<file path="src/rtl/mem_resp_router_defs.sv">
// Requester select encodings shared by the request-side mux and the response router.
`ifndef MEM_RESP_ROUTER_DEFS_SV
`define MEM_RESP_ROUTER_DEFS_SV
`define SEL_FETCH 1'b0
`define SEL_LOAD  1'b1
`endif

</file>
<file path="src/rtl/mem_resp_router_pkg.sv">
// Shared types and helpers for the memory response router.
package mem_resp_router_pkg;
`include "mem_resp_router_defs.sv"

    typedef enum logic {
        TAG_FETCH = `SEL_FETCH,
        TAG_LOAD  = `SEL_LOAD
    } tag_e;

    // An output register can take a new response if empty or draining this cycle.
    function automatic logic port_free(input logic vld, input logic rdy);
        return !vld || rdy;
    endfunction
endpackage

</file>
<file path="src/rtl/mem_resp_router_tag_fifo.sv">
// In-order tag FIFO recording the requester of each issued memory request.
module tag_fifo #(
    parameter int WIDTH = 1,
    parameter int DEPTH = 4
) (
    input  logic                         clk,
    input  logic                         reset_n,
    input  logic                         push,
    input  logic [WIDTH-1:0]             push_data,
    input  logic                         pop,
    output logic [WIDTH-1:0]             head,
    output logic                         full,
    output logic                         empty,
    output logic [$clog2(DEPTH+1)-1:0]   count
);
    localparam int AW = $clog2(DEPTH);
    localparam int CW = $clog2(DEPTH+1);

    logic [WIDTH-1:0] mem [DEPTH];
    logic [AW-1:0]    wr_ptr;
    logic [AW-1:0]    rd_ptr;
    logic [CW-1:0]    cnt;
    logic             do_push;
    logic             do_pop;

    assign full    = (cnt == CW'(DEPTH));
    assign empty   = (cnt == '0);
    assign do_push = push && !full;
    assign do_pop  = pop && !empty;
    assign head    = mem[rd_ptr];
    assign count   = cnt;

    // Pointers wrap naturally because DEPTH is a power of two.
    always_ff @(posedge clk) begin
        if (!reset_n) begin
            wr_ptr <= '0;
            rd_ptr <= '0;
            cnt    <= '0;
        end else begin
            if (do_push) wr_ptr <= wr_ptr + AW'(1);
            if (do_pop)  rd_ptr <= rd_ptr + AW'(1);
            cnt <= cnt + CW'(do_push) - CW'(do_pop);
        end
    end

    always_ff @(posedge clk) begin
        if (do_push) mem[wr_ptr] <= push_data;
    end
endmodule

</file>
<file path="src/rtl/mem_resp_router.sv">
// Routes in-order memory read responses back to the fetch or load requester.
module mem_resp_router
    import mem_resp_router_pkg::*;
#(
    parameter int DATA_W = 32,
    parameter int DEPTH  = 4
) (
    input  logic                        clk,
    input  logic                        reset_n,
    input  logic                        req_issue_valid,
    input  logic                        req_issue_sel,
    output logic                        req_issue_ready,
    input  logic                        resp_valid,
    input  logic [DATA_W-1:0]           resp_data,
    output logic                        resp_ready,
    output logic                        out0_valid,
    output logic [DATA_W-1:0]           out0_data,
    input  logic                        out0_ready,
    output logic                        out1_valid,
    output logic [DATA_W-1:0]           out1_data,
    input  logic                        out1_ready,
    output logic [$clog2(DEPTH+1)-1:0]  outstanding,
    output logic                        err_unexpected
);
    logic [0:0] head_raw;
    tag_e       head_tag;
    logic       fifo_full;
    logic       fifo_empty;
    logic       pop;
    logic       fill0;
    logic       fill1;

    tag_fifo #(
        .WIDTH (1),
        .DEPTH (DEPTH)
    ) u_tag_fifo (
        .clk       (clk),
        .reset_n   (reset_n),
        .push      (req_issue_valid),
        .push_data (req_issue_sel),
        .pop       (pop),
        .head      (head_raw),
        .full      (fifo_full),
        .empty     (fifo_empty),
        .count     (outstanding)
    );

    assign head_tag        = tag_e'(head_raw);
    assign req_issue_ready = !fifo_full;

    // With no outstanding tag the response is accepted and dropped.
    always_comb begin
        resp_ready = 1'b1;
        if (!fifo_empty) begin
            if (head_tag == TAG_LOAD) resp_ready = port_free(out1_valid, out1_ready);
            else                      resp_ready = port_free(out0_valid, out0_ready);
        end
    end

    assign pop   = resp_valid && resp_ready && !fifo_empty;
    assign fill0 = pop && (head_tag == TAG_FETCH);
    assign fill1 = pop && (head_tag == TAG_LOAD);

    always_ff @(posedge clk) begin
        if (!reset_n) begin
            out0_valid     <= 1'b0;
            out0_data      <= '0;
            out1_valid     <= 1'b0;
            out1_data      <= '0;
            err_unexpected <= 1'b0;
        end else begin
            if (fill0) begin
                out0_valid <= 1'b1;
                out0_data  <= resp_data;
            end else if (out0_valid && out0_ready) begin
                out0_valid <= 1'b0;
            end
            if (fill1) begin
                out1_valid <= 1'b1;
                out1_data  <= resp_data;
            end else if (out1_valid && out1_ready) begin
                out1_valid <= 1'b0;
            end
            err_unexpected <= resp_valid && fifo_empty;
        end
    end
endmodule

</file>
<file path="config.mk">
export PLATFORM = sky130hd
export DESIGN_NAME = mem_resp_router
export DESIGN_NICKNAME = d
export VERILOG_FILES = /design/src/rtl/mem_resp_router_pkg.sv /design/src/rtl/mem_resp_router_tag_fifo.sv /design/src/rtl/mem_resp_router.sv
export VERILOG_INCLUDE_DIRS = /design/src /design/src/rtl
export SDC_FILE = /design/constraint.sdc
export NUM_CORES = 1
export LEC_CHECK = 0
export BUFFER_PORTS_ARGS = -buffer_cell sky130_fd_sc_hd__buf_2
export CAP_MARGIN = 10
export CORE_MARGIN = 3
export CORE_UTILIZATION = 40
export CTS_CLUSTER_SIZE = 24
export DETAILED_ROUTE_END_ITERATION = 6
export PLACE_DENSITY = 0.66
export SYNTH_ARGS = -nofsm -noshare
export SYNTH_HDL_FRONTEND = slang
export SYNTH_HIERARCHICAL = 1
export SYNTH_SLANG_ARGS = --single-unit
</file>
<file path="constraint.sdc">
create_clock -name clk -period 2.9 [get_ports clk]
set_input_delay 0.145 -clock clk [delete_from_list [all_inputs] [get_ports clk]]
set_output_delay 0.145 -clock clk [all_outputs]
set_load 0.01 [all_outputs]
</file>
## Word-level counts from Yosys, hierarchy flattened

Memories as Yosys holds them, arrays and structs flattened. A register that Yosys moved wholly into a read port is not among the register bits.
Cells that the tools add are included.
W data, S select, Z words.

| word-level totals | value |
|---|---|
| memories kept | 1 |
| register bits after elaboration | 74 |
| memory bits (writable) | 4 |
| output and inout bits | 72 |

Memory list:

| name | depth | width | rd ports | clocked after memory_dff | wr ports | line | RTL |
|---|---|---|---|---|---|---|---|
| u_tag_fifo.mem | 4 | 1 | 1 | 1 | 1 | mem_resp_router_tag_fifo.sv:19 | `logic [WIDTH-1:0] mem [DEPTH];` |

| cells by class | value |
|---|---|
| bitwise gates (word level) | 1 |
| add/subtract/negate cells | 4 |
| mux-type cells | 10 |
| reduce and logical (&&, ||, !) cells | 18 |
| equality and inequality tests | 1 |

Operator list:

| cell | number |
|---|---|
| $logic_and A1 B1 Y1 | 9 |
| $mux W1 | 8 |
| $add A2 B1 Y2 const B | 2 |
| $logic_not A1 Y1 | 4 |
| $mux W2 | 2 |
| $reduce_bool A2 Y1 | 2 |
| $add A3 B1 Y3 | 1 |
| $eq A3 B3 Y1 const B | 1 |
| $logic_not A3 Y1 | 1 |
| $sub A3 B1 Y3 | 1 |
| $logic_or A1 B1 Y1 | 2 |
| $not A1 Y1 | 1 |

## Depth between registers and ports, before layout

| logic depth | value |
|---|---|
| depth after elaboration | 9 |
| mapped depth | 12 |
| depth with buffers taken out | 12 |

## Hierarchy

The synthesis kept the hierarchy.

Modules (own cells, without submodules):

| module | sequential area each (um^2) | area each (um^2) | cells an instance | instances |
|---|---|---|---|---|
| mem_resp_router | 1,341.3 | 2,570.0 | 258 | 1 |
| tag_fifo | 300.3 | 630.6 | 55 | 1 |

## Least setup slack after synthesis

OpenSTA, ideal clock, no wires.

| timing | value |
|---|---|
| path type | register to register |
| start point | reg with a tool-made name |
| end point | reg u_tag_fifo.cnt[2], in the netlist u_tag_fifo/count[2] |
| stages on the path, launching flop included | 13 |
| setup slack | 0.202 ns |
| required time | 2.785 ns |
| buffers on the path | 0 |
| arrival time | 2.583 ns |
| cell sequence | dfxtp_1 > mux4_2 > mux2i_1 > nor2_1 > nor2b_1 > ha_1 > inv_1 > ha_1 > inv_1 > fa_1 > xnor2_1 > xnor2_1 > and2_1 |

RTL lines:

| what | line | RTL |
|---|---|---|
| to (signal assigned) | mem_resp_router_tag_fifo.sv:42 | `cnt <= cnt + CW'(do_push) - CW'(do_pop);` |
| to (decl) | mem_resp_router_tag_fifo.sv:22 | `logic [CW-1:0] cnt;` |

==> run metrics <==
Hold/Removal Path Class=in2reg; GRT overflow=0; Unique masters post-synth=30; port bufs=110; Reg-to-Reg Start=u_tag_fifo/mem[3]$_DFFE_PP_; Reg2Reg Depth=12; share of cells above drive strength 1=0.3294; TritonCTS buffer count=9; Storage cell area=between 1500 and 2000 um^2; row count=31; Initial Utilization=0.4275; design area=4006 um^2; GRT Overall Usage=0.1565; crit start category=flop; Chip Height=~95 um; CTS tree=yes; Core Box Area=7486 um^2; drt pass-1 iters=4; Pwr Total=0.003091 W; Post-DRT Antenna Nets=0; Post-Syn Nets=about 360; # diodes=0; Final Hold Viols=0; r2r setup slk=150 ps; H-tree lvl count=3; leak pwr=roughly 2.0 nW; DR DRC count=0; clk_skew=7.461 ps; max-cap violations=0; pin count of the biggest net entering global routing=110; Slew HR=0.3329; Seq/Total Area, Yosys=0.5129; Longest Clk Path Bufs=2; Worst EP required=between 3000 and 4000 ps; Syn Inst Count=~310; clock root buffer=clkbuf_8; Final setup viols=0; num ports=111; wire length per cell=12.92 um; clock sink count=80; FILL cells=682; Clock Latency Late Sink=340 ps; antenna violations before repair=0; Vias=around 2400; Final Max Tran Viols=0; crit end category=flop; worst-path maximum fanout=3; hold path depth=1; Setup crit start=u_tag_fifo/mem[3]$_DFFE_PP_; Crit Path Class=reg2reg; Die X=95.45 um; Multi-input gate area=roughly 1400 um^2; Placement Cell Area=3795 um^2; Placed Instances=507; Layout area overhead=25.18%; measured slew at the worst slew-check pin=1001 ps; Hold Path Sink=u_tag_fifo/mem[3]$_DFFE_PP_; Yosys warning count=6; crit path DAT=~3000 ps; vias in the first global route=2305; DR iter-0 viols=70; number of synthesized register bits=80; FF-to-FF End=u_tag_fifo/count[2]$_SDFF_PN0_; nets=around 470; post-cts hold buffer count=0; Syn Area/Cell=10.23 um^2; clk slew on worst S/H paths=around 70 ps; die area=9111 um^2; DR vias/cell=approximately 4.6; post-DP HPWL=approximately 4.7 mm; Max IR drop VDD=450.3 uV; run status=finished, final reports clean; first-pass GRT wire length=11.04 mm; WL final=6.769 mm; fin worst setup slack=149.5 ps; fmax=363.6 MHz; Finished Layout Cells=roughly 520; Synth Cell Area=3201 um^2; ratio of final minimum period to clock period=0.9484; RePlAce Congestion=0.6981; HP Start=req_issue_sel; pwr dens=771.5 nW/um^2; pre-CTS setup slack=-6.168 ps; Period minus WS final=2750 ps
==> synth_stat cells <==
cell / count / share of area
dfxtp_1: 76 / 0.48
o21a_1: 1 / 0.0023
ha_1: 6 / 0.023
nand4bb_1: 1 / 0.0035
inv_1: 6 / 0.0070
fa_1: 1 / 0.0063
or3_1: 1 / 0.0020
nand2b_4: 1 / 0.0043
nand4b_1: 1 / 0.0027
nor3_4: 1 / 0.0051
buf_8: 3 / 0.014
nand2_1: 102 / 0.12
and3_1: 1 / 0.0020
mux2i_1: 67 / 0.21
xnor2_1: 2 / 0.0055
edfxtp_1: 4 / 0.038
o21ai_0: 3 / 0.0047
and2_1: 6 / 0.012
mux4_2: 1 / 0.0070
nor2_1: 1 / 0.0012
buf_2: 4 / 0.0063
a21boi_1: 2 / 0.0047
nor3b_2: 1 / 0.0039
nor2b_4: 1 / 0.0043
buf_6: 1 / 0.0035
clkbuf_1: 9 / 0.011
nor3_2: 1 / 0.0031
nor2b_1: 3 / 0.0059
buf_4: 3 / 0.0070
nand2b_1: 3 / 0.0059
==> kinds of logic (layout without fill, tap and decap cells) <==
| group | after synthesis | count (layout) | share of synthesized area |
|---|---|---|---|
| xor+xnor | 2 | 2 | 0.005474 |
| mux | 68 | 68 | 0.2166 |
| simple gates | 124 | 124 | 0.1751 |
| fa+ha+maj | 7 | 7 | 0.02971 |
| buf+inv | 26 | 138 | 0.04847 |
| compound gates | 6 | 6 | 0.01173 |
| flops | 80 | 80 | 0.5129 |
==> where the power goes <==
part | leakage, nW | switching (W) | internal (W)
clock network | 0.0880 | 0.000372 | 0.000386
registers | 0.654 | 0.000105 | 0.00128
logic | 1.26 | 0.000483 | 0.000461
==> critical path, cell delays in order, from the launching register on <==
cell and delay, ps:
edfxtp_1 380, mux4_2 510, mux2i_2 180, nor2_2 140, nor2b_4 170, ha_1 220, inv_1 50, ha_1 130
inv_1 50, fa_1 370, xnor2_1 150, xnor2_1 130, and2_1 160
==> per-stage QoR <==
step | hold WS (ps) | setup TNS [ps] | util
after floorplan | 243.9 | 0 | -
after global placement | 366.8 | 0 | 0.5069
after detailed placement | 371.7 | -6.168 | 0.5069
final | 22.98 | 0 | 0.5352
after global routing | 9.252 | -6.907 | 0.5352
after CTS | 5.391 | 0 | 0.5307
==> area by class of cell <==
class,count,area share
clock buffers,10,0.03186
clock inverters,4,0.01187
inverters,6,0.005621
multi-input cells,207,0.3538
flip-flops and latches,80,0.4097
well taps,99,0.03092
repair buffers,118,0.1562
==> state kept, by name (all words and copies together) (netlist names), named ones only <==
register           cells
u_tag_fifo/count       3
out0_valid             1
u_tag_fifo/wr_ptr      2
err_unexpected         1
out1_data             32
u_tag_fifo/rd_ptr      2
u_tag_fifo/mem         4
out1_valid             1
out0_data             32
==> timing repair <==
item                                    in CTS  in global routing
pin swaps                                    0                  1
resized for setup                            1                  3
setup buffers                                0                  3
endpoints found under the setup margin       1                  1
==> how the worst max path moves through the flow <==
stage	endpoint	slack (ps)	cells after the start
3_5_place_dp	u_tag_fifo/count[2]$_SDFF_PN0_	-6	12
6_report	u_tag_fifo/count[2]$_SDFF_PN0_	150	12
2_1_floorplan	u_tag_fifo/count[2]$_SDFF_PN0_	200	12
4_1_cts	u_tag_fifo/count[2]$_SDFF_PN0_	7	12
5_1_grt	u_tag_fifo/count[2]$_SDFF_PN0_	-7	12
3_3_place_gp	u_tag_fifo/count[2]$_SDFF_PN0_	110	12
==> layout by cell type, fill, tap and decap left out, types with 3 or more instances in the layout <==
cell        n
nand2_1   102
clkbuf_8    9
inv_1       6
and2_1      6
buf_4       8
ha_1        6
buf_2     109
o21ai_0     3
dfxtp_1    76
edfxtp_1    4
mux2i_1    66
nand2b_1    3
==> per-layer routing <==
layer	GRT usage	part of all wire	wire length, um
met4	0.07346	0.017	112
met2	0.2449	0.47	3211
met5	0	0	0
met3	0.03946	0.064	432
met1	0.2023	0.45	3013
No activity file was read; power rests on OpenSTA's default activity.
